===== config.mk =====
export PLATFORM = sky130hd
export DESIGN_NAME = mine_locator
export DESIGN_NICKNAME = d
export VERILOG_FILES = /design/src/rtl/mine_locator.sv
export SDC_FILE = /design/constraint.sdc
export NUM_CORES = 1
export LEC_CHECK = 0
export BUFFER_PORTS_ARGS = -buffer_cell sky130_fd_sc_hd__buf_2
export CAP_MARGIN = 25
export CORE_MARGIN = 5
export CORE_UTILIZATION = 55
export CTS_BUF_LIST = sky130_fd_sc_hd__clkbuf_4 sky130_fd_sc_hd__clkbuf_8
export CTS_CLUSTER_DIAMETER = 100
export DETAILED_ROUTE_END_ITERATION = 8
export GPL_TIMING_DRIVEN = 0
export PLACE_DENSITY = 0.74
export SLEW_MARGIN = 5
export SYNTH_ARGS = -nofsm -noshare
export SYNTH_HDL_FRONTEND = slang
export SYNTH_SLANG_ARGS = --single-unit

===== constraint.sdc =====
create_clock -name clk -period 5.45 [get_ports clk]
set_clock_uncertainty 0.2 [all_clocks]
set_input_delay 0.8175 -clock clk [delete_from_list [all_inputs] [get_ports clk]]
set_output_delay 0.8175 -clock clk [all_outputs]
set_load 0.02 [all_outputs]

===== src/rtl/mine_locator.sv =====
// Pixel-to-grid hit tester: scans the 3x4 mine grid one row/column per clock and reports the containing cell.
// Optional per-cell liveness masking is enabled by defining MINE_LOCATOR_MASK_EN.
module mine_locator #(
  parameter int MINE_W = 32,
  parameter int MINE_H = 64
) (
  input  logic        clk,
  input  logic        rst_n,
`ifdef MINE_LOCATOR_MASK_EN
  input  logic [11:0] alive_mask,
`endif
  input  logic        req_valid,
  output logic        req_ready,
  input  logic [10:0] req_x,
  input  logic [10:0] req_y,
  output logic        resp_valid,
  input  logic        resp_ready,
  output logic        resp_hit,
  output logic [1:0]  resp_row,
  output logic [1:0]  resp_col
);

  localparam logic [11:0] X_BASE = 12'h070;
  localparam logic [11:0] X_STEP = 12'h030;
  localparam logic [11:0] Y_BASE = 12'h080;
  localparam logic [11:0] Y_STEP = 12'h060;
  localparam logic [11:0] W_EXT  = 12'(MINE_W);
  localparam logic [11:0] H_EXT  = 12'(MINE_H);

  typedef enum logic [1:0] {
    ST_IDLE,
    ST_ROW,
    ST_COL,
    ST_DONE
  } state_t;

  state_t      state_q, state_d;
  logic [10:0] x_q, x_d;
  logic [10:0] y_q, y_d;
  logic [1:0]  row_q, row_d;
  logic [1:0]  col_q, col_d;
  logic [11:0] xo_q, xo_d;
  logic [11:0] yo_q, yo_d;
  logic        req_ready_q, req_ready_d;
  logic        resp_valid_q, resp_valid_d;
  logic        resp_hit_q, resp_hit_d;
  logic [1:0]  resp_row_q, resp_row_d;
  logic [1:0]  resp_col_q, resp_col_d;
  logic        x_inside;
  logic        y_inside;
  logic        cell_live;

`ifdef MINE_LOCATOR_MASK_EN
  logic [11:0] mask_q, mask_d;

  assign cell_live = mask_q[{row_q, col_q}];
`else
  assign cell_live = 1'b1;
`endif

  // Bounds are 12 bits wide so origin + size never wraps for any legal sprite size.
  always_comb begin
    x_inside = ({1'b0, x_q} >= xo_q) && ({1'b0, x_q} < (xo_q + W_EXT));
    y_inside = ({1'b0, y_q} >= yo_q) && ({1'b0, y_q} < (yo_q + H_EXT));
  end

  always_comb begin
    state_d      = state_q;
    x_d          = x_q;
    y_d          = y_q;
    row_d        = row_q;
    col_d        = col_q;
    xo_d         = xo_q;
    yo_d         = yo_q;
    req_ready_d  = req_ready_q;
    resp_valid_d = resp_valid_q;
    resp_hit_d   = resp_hit_q;
    resp_row_d   = resp_row_q;
    resp_col_d   = resp_col_q;
`ifdef MINE_LOCATOR_MASK_EN
    mask_d       = mask_q;
`endif

    case (state_q)
      ST_IDLE: begin
        if (req_valid && req_ready_q) begin
          x_d         = req_x;
          y_d         = req_y;
          row_d       = 2'd0;
          xo_d        = X_BASE;
          req_ready_d = 1'b0;
          state_d     = ST_ROW;
`ifdef MINE_LOCATOR_MASK_EN
          mask_d      = alive_mask;
`endif
        end
      end

      ST_ROW: begin
        if (x_inside) begin
          col_d   = 2'd0;
          yo_d    = Y_BASE;
          state_d = ST_COL;
        end else if (row_q == 2'd2) begin
          resp_valid_d = 1'b1;
          resp_hit_d   = 1'b0;
          resp_row_d   = 2'd0;
          resp_col_d   = 2'd0;
          state_d      = ST_DONE;
        end else begin
          row_d = row_q + 2'd1;
          xo_d  = xo_q + X_STEP;
        end
      end

      // The first matching column wins, so overlapping sprites resolve to the lowest index.
      ST_COL: begin
        if (y_inside) begin
          resp_valid_d = 1'b1;
          resp_hit_d   = cell_live;
          resp_row_d   = row_q;
          resp_col_d   = col_q;
          state_d      = ST_DONE;
        end else if (col_q == 2'd3) begin
          resp_valid_d = 1'b1;
          resp_hit_d   = 1'b0;
          resp_row_d   = 2'd0;
          resp_col_d   = 2'd0;
          state_d      = ST_DONE;
        end else begin
          col_d = col_q + 2'd1;
          yo_d  = yo_q + Y_STEP;
        end
      end

      ST_DONE: begin
        if (resp_ready) begin
          resp_valid_d = 1'b0;
          req_ready_d  = 1'b1;
          state_d      = ST_IDLE;
        end
      end

      default: begin
        resp_valid_d = 1'b0;
        req_ready_d  = 1'b1;
        state_d      = ST_IDLE;
      end
    endcase
  end

  always_ff @(posedge clk or negedge rst_n) begin
    if (!rst_n) begin
      state_q      <= ST_IDLE;
      x_q          <= '0;
      y_q          <= '0;
      row_q        <= '0;
      col_q        <= '0;
      xo_q         <= '0;
      yo_q         <= '0;
      req_ready_q  <= 1'b1;
      resp_valid_q <= 1'b0;
      resp_hit_q   <= 1'b0;
      resp_row_q   <= '0;
      resp_col_q   <= '0;
`ifdef MINE_LOCATOR_MASK_EN
      mask_q       <= '0;
`endif
    end else begin
      state_q      <= state_d;
      x_q          <= x_d;
      y_q          <= y_d;
      row_q        <= row_d;
      col_q        <= col_d;
      xo_q         <= xo_d;
      yo_q         <= yo_d;
      req_ready_q  <= req_ready_d;
      resp_valid_q <= resp_valid_d;
      resp_hit_q   <= resp_hit_d;
      resp_row_q   <= resp_row_d;
      resp_col_q   <= resp_col_d;
`ifdef MINE_LOCATOR_MASK_EN
      mask_q       <= mask_d;
`endif
    end
  end

  assign req_ready  = req_ready_q;
  assign resp_valid = resp_valid_q;
  assign resp_hit   = resp_hit_q;
  assign resp_row   = resp_row_q;
  assign resp_col   = resp_col_q;

endmodule


**Word level (Yosys, flattened, before mapping)**

Cells that the tools add are included.

- Bits in registers: 59
- Output and inout bits: 7

- $add $sub $neg: 6
- $lt $le $gt $ge: 4
- Equal/unequal tests: 15
- Muxes and demuxes: 44
- Reductions and logical operators: 15

Operators with widths:

| kind | count |
|---|---|
| $mux 12 | 6 |
| $pmux 12 s2 | 2 |
| $mux 2 | 17 |
| $add 12x6->12 const B | 2 |
| $add 12x7->12 const B | 2 |
| $ge 11x12->1 | 2 |
| $lt 11x12->1 | 2 |
| $ne 2x2->1 const B | 8 |
| $pmux 2 s2 | 4 |
| $reduce_and 4->1 | 4 |
| $mux 1 | 11 |
| $eq 2x2->1 const B | 4 |
| $pmux 2 s4 | 1 |
| $ne 3x3->1 const B | 2 |
| $reduce_bool 2->1 | 3 |
| $reduce_and 5->1 | 1 |
| $add 2x1->2 const B | 2 |
| $pmux 1 s2 | 2 |
| $logic_and 1x1->1 | 3 |
| $pmux 1 s3 | 1 |
| $reduce_and 3->1 | 1 |
| $reduce_bool 3->1 | 1 |
| $eq 2x1->1 const B | 1 |
| $logic_not 2->1 | 1 |
| $reduce_and 2->1 | 1 |

**Logic depth before layout (Yosys ltp)**

Gate-level depths: netlist (run 1).

- Depth in word-level cells: 5
- Mapped depth: 13
- Depth with buffers taken out: 12

**Worst setup path before layout (run 1)**

No wires, ideal clock.

- Kind: register to register
- From: reg xo_q[6]
- To: reg resp_hit_q, in the netlist resp_hit
- Setup time: 0.128 ns
- Data arrival time: 2.427 ns
- Required time: 5.122 ns
- Slack: 2.696 ns
- Cell stages (with the launch flop): 12
- Buffers on the path: 0
- Path through: dfrtp_1 -> ha_1 -> nand3_1 -> xnor2_1 -> ha_1 -> nand4_1 -> and3_1 -> o21ai_2 -> a211oi_4 -> nand2_1 -> nand3_2 -> mux2_1

- Longest elaborated chain between the ends: 5

RTL lines:

| element | line | RTL |
|---|---|---|
| start: declaration | 42 | `logic [11:0] xo_q, xo_d;` |
| start signal: assignment | 175 | `xo_q <= xo_d;` |
| $add 12x6->12 | 63 | `x_inside = ({1'b0, x_q} >= xo_q) && ({1'b0, x_q} < (xo_q + W_EXT));` |
| $lt 11x12->1 | 63 |  |
| $logic_and 1x1->1 (*) | 63 |  |
| $ne 2x2->1 (no source line) (*) | -- |  |
| $reduce_and 4->1 (no source line) (*) | -- |  |
| end signal: assignment | 179 | `resp_hit_q <= resp_hit_d;` |
| end: declaration | 46 | `logic resp_hit_q, resp_hit_d;` |

Mark *: on every way between the ends. The rest lies on a longest branch, timed or not.
A chain may end at the register's enable or synchronous reset.

**Worst setup path after layout (run 1)**

Same ends and word-level chain as after synthesis.

==> out/results.tsv, run 1 <==
stage	metric	value	unit
status	status	finished clean	
yosys	synthCells	279	
yosys	synth.avg_cell_area	10.2	um2
yosys	synth-seq-cells	41	
sta	tightest_slew	0.566	ns
yosys	synth_seq_area_share	36.2	%
power	max-vdd-ir-drop	348	uV
cts	ctsHoldBuffers	0	
critical_path	worstPathArrival	3.07	ns
cts	postCtsSetupRepairBufs	0	
critical_path	path_buf_inv	0	
cells_and_area	antenna_cells	0	
yosys	synth-edff-count	0	
floorplan	die_h	81.8	um
global_routing	met1_usage	22.3	%
sta	min_period_over_period	56.7	%
yosys	syn_area	2840	um2
global_routing	grt.overflow.total	0	
critical_path	r2r_cells	11	
global_routing	grt_max_degree	42	
critical_path	critical_path.endpoint_type	flip-flop	
cells_and_area	layout.nets	372	
hold_path	hold_class	in -> async	
floorplan	die_w	81.8	um
detailed_routing	drc	0	
cts	htree_levels	2	
cells_and_area	drive_gt1_share	22.2	%
critical_path	cp_slowest_cell	dfrtp_1	
cells_and_area	area_growth_syn_to_layout	12.1	%
cts	cts_tree	yes	
yosys	syn_nets	341	
place	port_buffers	23	
critical_path	slowest_delay	0.51	ns
detailed_routing	first_pass_iters	4	
critical_path	worst_ep_required_time	5.43	ns
global_routing	top_usage_layer	met2	
critical_path	path_class	reg -> reg	
yosys	synth_cell_types	53	
sta	period_needed	3.09	ns
critical_path	cp_common_cell	ha_1	
critical_path	start_kind	flip-flop	
floorplan	initial_core_util	55.9	%
global_routing	grt_pass1_wl	10000	um
critical_path	critPathTopFamily	simple AND/OR/NAND/NOR gates	
cts	cts_resized	0	
critical_path	path_max_fanout	8	
sta	setup_viol	0	
floorplan	die-area	6700	um2
yosys	yosys_warnings	0	
detailed_routing	post_drt_via_cell_ratio	5.65	
place	routabilityCongestion	0.880	
cts	clk_path_buf_depth	2	
critical_path	crit_cells	11	
power	leakagePower	1.48	nW
yosys	async_flop_share	100	%
run	cap_viol_max_count	0	
cts	clock-sinks	41	
cts	clk_latency	0.30	ns
global_routing	grtUsageMet3	4.39	%
place	place_ws	2.41	ns
global_routing	use_met2	35.0	%
sta	finalWorstSetupSlack	2.36	ns
floorplan	core	5070	um2
sta	final.setup.tns	0	ns
detailed_routing	drt_iter0_drc	77	
place	dp_hpwl	4270	um
sta	hold_slack	0.179	ns
sta	slew_viol_final	0	
cts	cts_buffers	5	
detailed_routing	vias	2152	
detailed_routing	ant_nets	0	
floorplan	rows	26	
detailed_routing	wirelength	5570	um
detailed_routing	wl_per_cell	14.6	um
sta	hold_violations	0	
yosys	synthFlopType	dfrtp_1	
global_routing	antenna_found_initial	0	
global_routing	gr-usage-all-layers	19.2	%
sta	slew-limit-headroom	62.1	%
cts	path_clk_slew	0.09	ns
sta	fmax	0.324	GHz
floorplan	boundaryPins	33	
sta	rsz0062_at_grt	false	
critical_path	crit_chain	ha_1 > nand3_1 > xnor2_1 > ha_1 > nand4_1 > and3_1 > o21ai_2 > a211oi_4 > nand2_1 > nand3_2 > mux2_1	
cts	clockRootBuffer	clkbuf_8	
global_routing	grt_pass1_vias	2245	
power	powerDensity	699	nW/um2
## cell families after synthesis
kind of cell / after synthesis / share of synthesized area (%)
and+or+nand+nor: 75 / 14.6
AOI/OAI and AO/OA: 61 / 16.5
DFF: 41 / 36.2
adders and majority gates: 36 / 15.9
buffers and inverters: 34 / 4.67
muxes: 22 / 9.04
xor gates and xnor gates: 10 / 3.09
## synthesized netlist by cell type, drive strengths merged, types with 3 or more instances
cell type,instances,area [um2]
dfrtp,40,1000
ha,36,450
inv,28,105
nand2,22,87.6
a21oi,19,95.1
nand3,19,105
mux2,16,184
nor2,13,56.3
o21ai,12,67.6
xnor2,10,87.6
nand4,7,50.1
o211ai,7,52.6
mux2i,6,72.6
clkbuf,4,15.0
nand2b,4,40.0
a21o,3,22.5
## sequential cells by signal, summed over array words and instances (netlist names), 2 cells and up
signal / flops
xo_q: 8
x_q: 7
yo_q: 7
y_q: 6
col_q: 2
resp_col: 2
resp_row: 2
row_q: 2
state_q: 2
## area by class of cell
cell class / instances / area [um2]
Clock buffer: 7 / 90.1
Fill cell: 444 / 1890
Clock inverter: 1 / 30.0
Multi-Input combinational cell: 204 / 1680
Buffer: 6 / 27.5
Timing Repair Buffer: 24 / 135
Tap cell: 70 / 87.6
Inverter: 28 / 105
Sequential cell: 41 / 1030
## worst paths after layout
| kind | start | endpoint | slack (ns) |
|---|---|---|---|
| setup reg to reg | xo_q[6]$_DFFE_PN0P_ | resp_hit$_DFFE_PN0P_ | 2.36 |
| hold / removal | rst_n | x_q[9]$_DFFE_PN0P_ | 0.18 |
| setup / recovery | xo_q[6]$_DFFE_PN0P_ | resp_hit$_DFFE_PN0P_ | 2.36 |
| hold reg to reg | resp_hit$_DFFE_PN0P_ | resp_hit$_DFFE_PN0P_ | 0.30 |
| max in group asynchronous | rst_n | xo_q[11]$_DFFE_PN0P_ | 4.41 |
| min in group clk | resp_hit$_DFFE_PN0P_ | resp_hit$_DFFE_PN0P_ | 0.30 |
## through the flow
stage	std cells	total power [mW]	util (%)	area, um2
finish	381	2.22	62.7	3180
detailed placement	372	1.97	59.9	3040
global placement	372	1.91	59.9	3040
floorplan	279	1.67	-	2840
global route	381	2.46	62.7	3180
CTS	380	2.24	62.3	3160
## power by group
group	internal [mW]	switching (mW)	total [mW]
Sequential	0.446	0.139	0.585
Combinational	0.605	0.771	1.38
Clock	0.154	0.108	0.263
## layout by cell type (no fill, tap or decap), types with 3 or more instances in the layout
cell and count:
nand2_1 20, ha_1 36, nand3_1 17, o21ai_0 6, o21ai_1 4, nor2_1 12, dfrtp_1 40, a21oi_1 19
o211ai_1 7, buf_2 24, mux2i_1 5, mux2_2 14, a21o_1 3, inv_1 27, nand4_1 6, xnor2_1 10
clkbuf_8 6, clkbuf_1 4
## metal layers
layer,vias up,part of all wire [%]
met5,-,0
met4,0,0.92
met3,7,3.2
met2,35,52
met1,1044,44
li1,1066,-
Note: power is estimated with default switching activity, not from simulation.
==> run 2, diff against run 1 <==
Settings changed: PLACE_DENSITY 0.74 to 0.77.
Clock period 5.45 ns to 2.5 ns, I/O delays scaled along.
==> out/results.tsv, run 2 (synthesis results as in run 1) <==
stage	metric	value	unit	change
power	powerDensity	1600	nW/um2	+130%
hold_path	hold_class	in -> async		
sta	slew-limit-headroom	39.6	%	-22 points
floorplan	die_h	81.8	um	unchanged
global_routing	antenna_found_initial	0		unchanged
cells_and_area	final_cells	403		+5.8%
cells_and_area	final_util	69.5	%	+6.9 points
cts	clk_latency	0.29	ns	about the same
sta	slew_viol_final	0		unchanged
cells_and_area	layout.nets	395		+6.2%
detailed_routing	ant_nets	0		unchanged
detailed_routing	drt_iter0_drc	116		+51%
place	dp_hpwl	4280	um	+0.32%
cts	cts_tree	yes		
cells_and_area	finalInstanceArea	3530	um2	+11%
floorplan	rows	26		unchanged
floorplan	core	5070	um2	unchanged
cells_and_area	final_cell_mix	dfrtp_1, ha_1, inv_1, buf_2, nand2_1		
cts	path_clk_slew	0.08	ns	about the same
sta	final.setup.tns	-7.72	ns	-7.72 ns
global_routing	gr-usage-all-layers	21.2	%	+2.0 points
detailed_routing	drc	0		unchanged
floorplan	die_w	81.8	um	unchanged
cells_and_area	num-fill-cells	382		-14%
cells_and_area	area_growth_syn_to_layout	24.3	%	
cells_and_area	largest_register	xo_q		
power	leakagePower	1.62	nW	+9.2%
cells_and_area	seq_area	1030	um2	+0.37%
detailed_routing	first_pass_iters	4		unchanged
global_routing	grt_max_degree	42		unchanged
global_routing	grt_pass1_vias	2433		+8.4%
sta	fmax	0.347	GHz	+7.2%
place	routabilityCongestion	0.936		+6.3%
sta	tightest_slew	0.906	ns	+0.340 ns
sta	setup_viol	27		+27
place	postPlaceCellArea	3110	um2	+2.2%
detailed_routing	wirelength	6430	um	+15%
cells_and_area	final_common_cell	dfrtp_1		
run	cap_viol_max_count	0		unchanged
place	port_buffers	23		unchanged
place	dp_cells	372		unchanged
global_routing	grt_pass1_wl	11000	um	+10%
cells_and_area	largestRegisters	xo_q: 8 flops, x_q: 7 flops, yo_q: 7 flops		
sta	finalWorstSetupSlack	-0.383	ns	-2.74 ns
critical_path	path_max_fanout	7		-1
floorplan	initial_core_util	55.9	%	unchanged
cells_and_area	drive_gt1_share	35.4	%	+13 points
cells_and_area	multiInputGateArea	1870	um2	+12%
cts	ctsHoldBuffers	0		unchanged
status	violations	negative setup slack		
cts	htree_levels	2		unchanged
floorplan	die-area	6700	um2	unchanged
cells_and_area	largest_register_ffs	8		unchanged
critical_path	r2r_start	xo_q[6]$_DFFE_PN0P_		
critical_path	worst_ep_required_time	2.48	ns	-2.95 ns
critical_path	reg2reg_to	state_q[1]$_DFFE_PN0P_		
critical_path	ff2ff_setup_slack	-0.38	ns	-2.74 ns
cts	clock-sinks	41		unchanged
detailed_routing	post_drt_via_cell_ratio	5.71		+1.1%
critical_path	critical_path.endpoint_type	flip-flop		
power	p_total	5.63	mW	+150%
floorplan	boundaryPins	33		unchanged
critical_path	r2r_cells	12		+1
critical_path	start_kind	flip-flop		
power	max-vdd-ir-drop	813	uV	+130%
place	place_ws	-0.420	ns	-2.83 ns
cts	cts_buffers	5		unchanged
cts	clk_path_buf_depth	2		unchanged
detailed_routing	vias	2301		+6.9%
sta	period_needed	2.88	ns	-0.207 ns
critical_path	worstPathArrival	2.86	ns	-0.21 ns
sta	hold_violations	0		unchanged
detailed_routing	wl_per_cell	15.9	um	+9.1%
cells_and_area	antenna_cells	0		unchanged
cts	clockRootBuffer	clkbuf_8		
sta	rsz0062_at_grt	true		
critical_path	path_class	reg -> reg		
status	status	finished, violations left		
global_routing	grt.overflow.total	0		unchanged
sta	min_period_over_period	115	%	+59 points
sta	hold_slack	0.00735	ns	-0.171 ns
[run 2: cell types whose count changed in the layout (fill, tap and decap cells not counted), sizes merged]
| cell | before | now |
|---|---|---|
| mux2i | 6 | 7 |
| buf | 26 | 48 |
| bufinv | 1 | 0 |
[run 2: area by class of cell]
| cell class | instances | share of cell area, % |
|---|---|---|
| timing repair buffer | 46 | 8.69 |
| clock buffer | 7 | 2.55 |
| tap | 70 | 2.48 |
| buffer | 6 | 0.887 |
| sequential | 41 | 29.2 |
| inverter | 28 | 3.05 |
| multi-input combinational | 205 | 53.1 |
[run 2: worst max-delay path by stage]
| stage | end | slack (ns) | start |
|---|---|---|---|
| 4_1_cts | xo_q[9]$_DFFE_PN0P_ | -0.33 | xo_q[7]$_DFFE_PN0P_ |
| 5_1_grt | xo_q[11]$_DFFE_PN0P_ | -0.47 | xo_q[6]$_DFFE_PN0P_ |
| 6_report | state_q[1]$_DFFE_PN0P_ | -0.38 | xo_q[6]$_DFFE_PN0P_ |
| 3_3_place_gp | yo_q[11]$_DFFE_PN0P_ | -0.39 | xo_q[7]$_DFFE_PN0P_ |
| 2_1_floorplan | xo_q[9]$_DFFE_PN0P_ | -0.20 | xo_q[7]$_DFFE_PN0P_ |
| 3_5_place_dp | xo_q[7]$_DFFE_PN0P_ | -0.42 | xo_q[7]$_DFFE_PN0P_ |
[run 2: power by group]
group	leakage, nW	internal [mW]	switching, mW	total [mW]
Sequential	0.500	0.977	0.331	1.31
Clock	0.0477	0.230	0.226	0.456
Combinational	1.07	1.81	2.05	3.87
[run 2: critical path, cell delays in order, from the launching register on]
cell	delay, ns
dfrtp_2	0.48
ha_4	0.18
nand3_2	0.08
xnor2_1	0.13
ha_1	0.32
nand4_1	0.09
and3_4	0.20
o21ai_4	0.06
buf_4	0.15
a211oi_4	0.25
nand2b_4	0.25
o21ai_4	0.07
mux2_4	0.30
[run 2: routing by layer]
layer | part of all wire [%] | up-vias | GRT usage (%)
li1 | - | 1113 | -
met3 | 4.0 | 8 | 4.28
met4 | 1.0 | 0 | 6.48
met1 | 45 | 1137 | 27.4
met5 | 0 | - | 0
met2 | 50 | 43 | 35.5
[run 2: what timing repair did]
action,CTS,global route
pin swaps,17,12
endpoints found under the setup margin,27,27
setup buffers,19,4
gates resized for setup,15,14
endpoints found under the hold margin,0,0
cloned,1,0
==> run 3, diff against run 2 <==
Settings changed: CAP_MARGIN 25 to 15, CORE_UTILIZATION 55 to 47, PLACE_DENSITY 0.77 to 0.67.
==> out/results.tsv, run 3 (synthesis results as in run 1) <==
stage	metric	value	unit	change
cts	clk_latency	0.30	ns	about the same
place	place_ws	-0.478	ns	-0.0582 ns
sta	finalWorstSetupSlack	-0.326	ns	+0.0566 ns
cts	cts_tree	yes		
cells_and_area	multiInputGateArea	1900	um2	+1.5%
sta	rsz0062_at_grt	true		
critical_path	path_max_fanout	6		-1
cts	clock-sinks	41		unchanged
floorplan	die_w	87.7	um	+7.2%
critical_path	r2r_cells	10		-2
cts	htree_levels	2		unchanged
critical_path	critPathTopFamily	simple AND/OR/NAND/NOR gates		
detailed_routing	vias	2291		-0.43%
cts	clk_path_buf_depth	2		unchanged
cells_and_area	largest_register	xo_q		
global_routing	grt_max_degree	42		unchanged
floorplan	rows	28		+7.7%
sta	period_needed	2.83	ns	-0.0566 ns
power	leakagePower	1.62	nW	+0.12%
place	dp_cells	377		+1.3%
detailed_routing	drt_iter0_drc	92		-21%
sta	setup_viol	27		unchanged
floorplan	die_h	87.7	um	+7.2%
cells_and_area	largestRegisters	xo_q: 8 flops, x_q: 7 flops, yo_q: 7 flops		
detailed_routing	wirelength	6440	um	+0.20%
critical_path	ff2ff_setup_slack	-0.33	ns	+0.06 ns
sta	tightest_slew	0.951	ns	+0.0450 ns
cts	cts_buffers	5		unchanged
detailed_routing	ant_nets	0		unchanged
detailed_routing	first_pass_iters	5		+1
power	p_total	5.73	mW	+1.9%
run	cap_viol_max_count	0		unchanged
detailed_routing	wl_per_cell	15.8	um	-0.78%
floorplan	die-area	7690	um2	+15%
cells_and_area	seq_area	1030	um2	+0.24%
power	powerDensity	1610	nW/um2	+0.93%
critical_path	path_buf_inv	1		unchanged
floorplan	initial_core_util	48.2	%	-7.7 points
sta	slew_viol_final	0		unchanged
cells_and_area	layout.nets	393		-0.51%
sta	fmax	0.354	GHz	+2.0%
critical_path	start_kind	flip-flop		
critical_path	slowest_delay	0.53	ns	+0.05 ns
cts	path_clk_slew	0.08	ns	about the same
cells_and_area	area_growth_syn_to_layout	25.5	%	
critical_path	critical_path.endpoint_type	flip-flop		
cells_and_area	final_cells	407		+0.99%
critical_path	crit_chain	ha_4 > buf_4 > xnor2_1 > ha_1 > nand4_1 > o21ai_4 > a2111oi_4 > or4_1 > xnor2_1 > nor2_1		
place	dp_hpwl	4410	um	+3.1%
status	violations	negative setup slack		
sta	slew-limit-headroom	36.6	%	-3.0 points
place	port_buffers	23		unchanged
global_routing	grt_pass1_vias	2364		-2.8%
cells_and_area	antenna_cells	0		unchanged
cells_and_area	largest_register_ffs	8		unchanged
floorplan	boundaryPins	33		unchanged
cells_and_area	num-fill-cells	506		+32%
critical_path	worst_ep_required_time	2.48	ns	about the same
cells_and_area	final_cell_mix	dfrtp_1, ha_1, inv_1, buf_2, nand2_1		
detailed_routing	post_drt_via_cell_ratio	5.63		-1.4%
cts	clockRootBuffer	clkbuf_8		
critical_path	path_class	reg -> reg		
global_routing	antenna_found_initial	0		unchanged
cells_and_area	drive_gt1_share	36.4	%	+1.0 points
critical_path	cp_common_cell	xnor2_1		
place	routabilityCongestion	0.814		-13%
global_routing	gr-usage-all-layers	18.0	%	-3.2 points
global_routing	grt.overflow.total	0		unchanged
sta	hold_violations	0		unchanged
detailed_routing	drc	0		unchanged
status	status	finished, violations left		
critical_path	worstPathArrival	2.81	ns	-0.05 ns
power	max-vdd-ir-drop	792	uV	-2.5%
cells_and_area	final_common_cell	dfrtp_1		
critical_path	cp_slowest_cell	or4_1		
global_routing	grt_pass1_wl	10900	um	-1.3%
hold_path	hold_class	in -> async		
critical_path	reg2reg_to	xo_q[9]$_DFFE_PN0P_		
sta	min_period_over_period	113	%	-2.3 points
floorplan	core	5890	um2	+16%
critical_path	r2r_start	xo_q[6]$_DFFE_PN0P_		
==> run 3: report_power, final <==
group          internal, mW  switching [mW]  total [mW]
registers             0.980           0.345        1.32
clock network         0.231           0.233       0.465
logic                  1.88            2.07        3.94
==> run 3: metrics by stage <==
step                      cell area [um2]  TNS (ns)  utilization, %  hold slack, ns
after floorplan                      2910     -2.02               -          -0.121
after global placement               3110     -7.77            52.9           0.285
after detailed placement             3110     -8.87            52.9           0.282
after CTS                            3400     -7.46            57.8          0.0400
after global routing                 3560     -9.47            60.5          0.0990
final                                3560     -5.82            60.5          0.0189
==> run 3: area by class of cell <==
class                           count  share of cell area, %
Inverter                           28                   3.02
Clock buffer                        8                   2.57
Sequential cell                    41                   29.0
Timing Repair Buffer               44                   8.43
Buffer                              6                  0.878
Multi-Input combinational cell    205                   53.4
Tap cell                           75                   2.64
==> run 3: how the worst max path moves through the flow <==
stage                             start                     end  slack [ns]  cells after the start
floorplan           xo_q[7]$_DFFE_PN0P_     xo_q[9]$_DFFE_PN0P_       -0.20                     13
global placement    xo_q[7]$_DFFE_PN0P_     yo_q[9]$_DFFE_PN0P_       -0.42                     13
detailed placement  xo_q[7]$_DFFE_PN0P_     xo_q[7]$_DFFE_PN0P_       -0.48                     13
CTS                 xo_q[7]$_DFFE_PN0P_  state_q[1]$_DFFE_PN0P_       -0.35                     13
global route        xo_q[7]$_DFFE_PN0P_     xo_q[5]$_DFFE_PN0P_       -0.45                     12
finish              xo_q[6]$_DFFE_PN0P_     xo_q[9]$_DFFE_PN0P_       -0.33                     10
==> run 3: per-layer routing <==
metal	global-route usage [%]	vias up	part of all wire, %	wire length (um)
met3	3.10	9	3.4	220
li1	-	1108	-	-
met2	31.8	41	51	3260
met5	0	-	0	0
met1	21.9	1133	44	2860
met4	6.14	0	1.5	99
==> run 3: what timing repair did <==
action | CTS | global route
buffers inserted | 11 | 10
pin swaps | 20 | 13
hold buffers | 0 | 0
gates cloned | 1 | 0
gates resized for setup | 20 | 13
endpoints found under the setup margin | 27 | 27
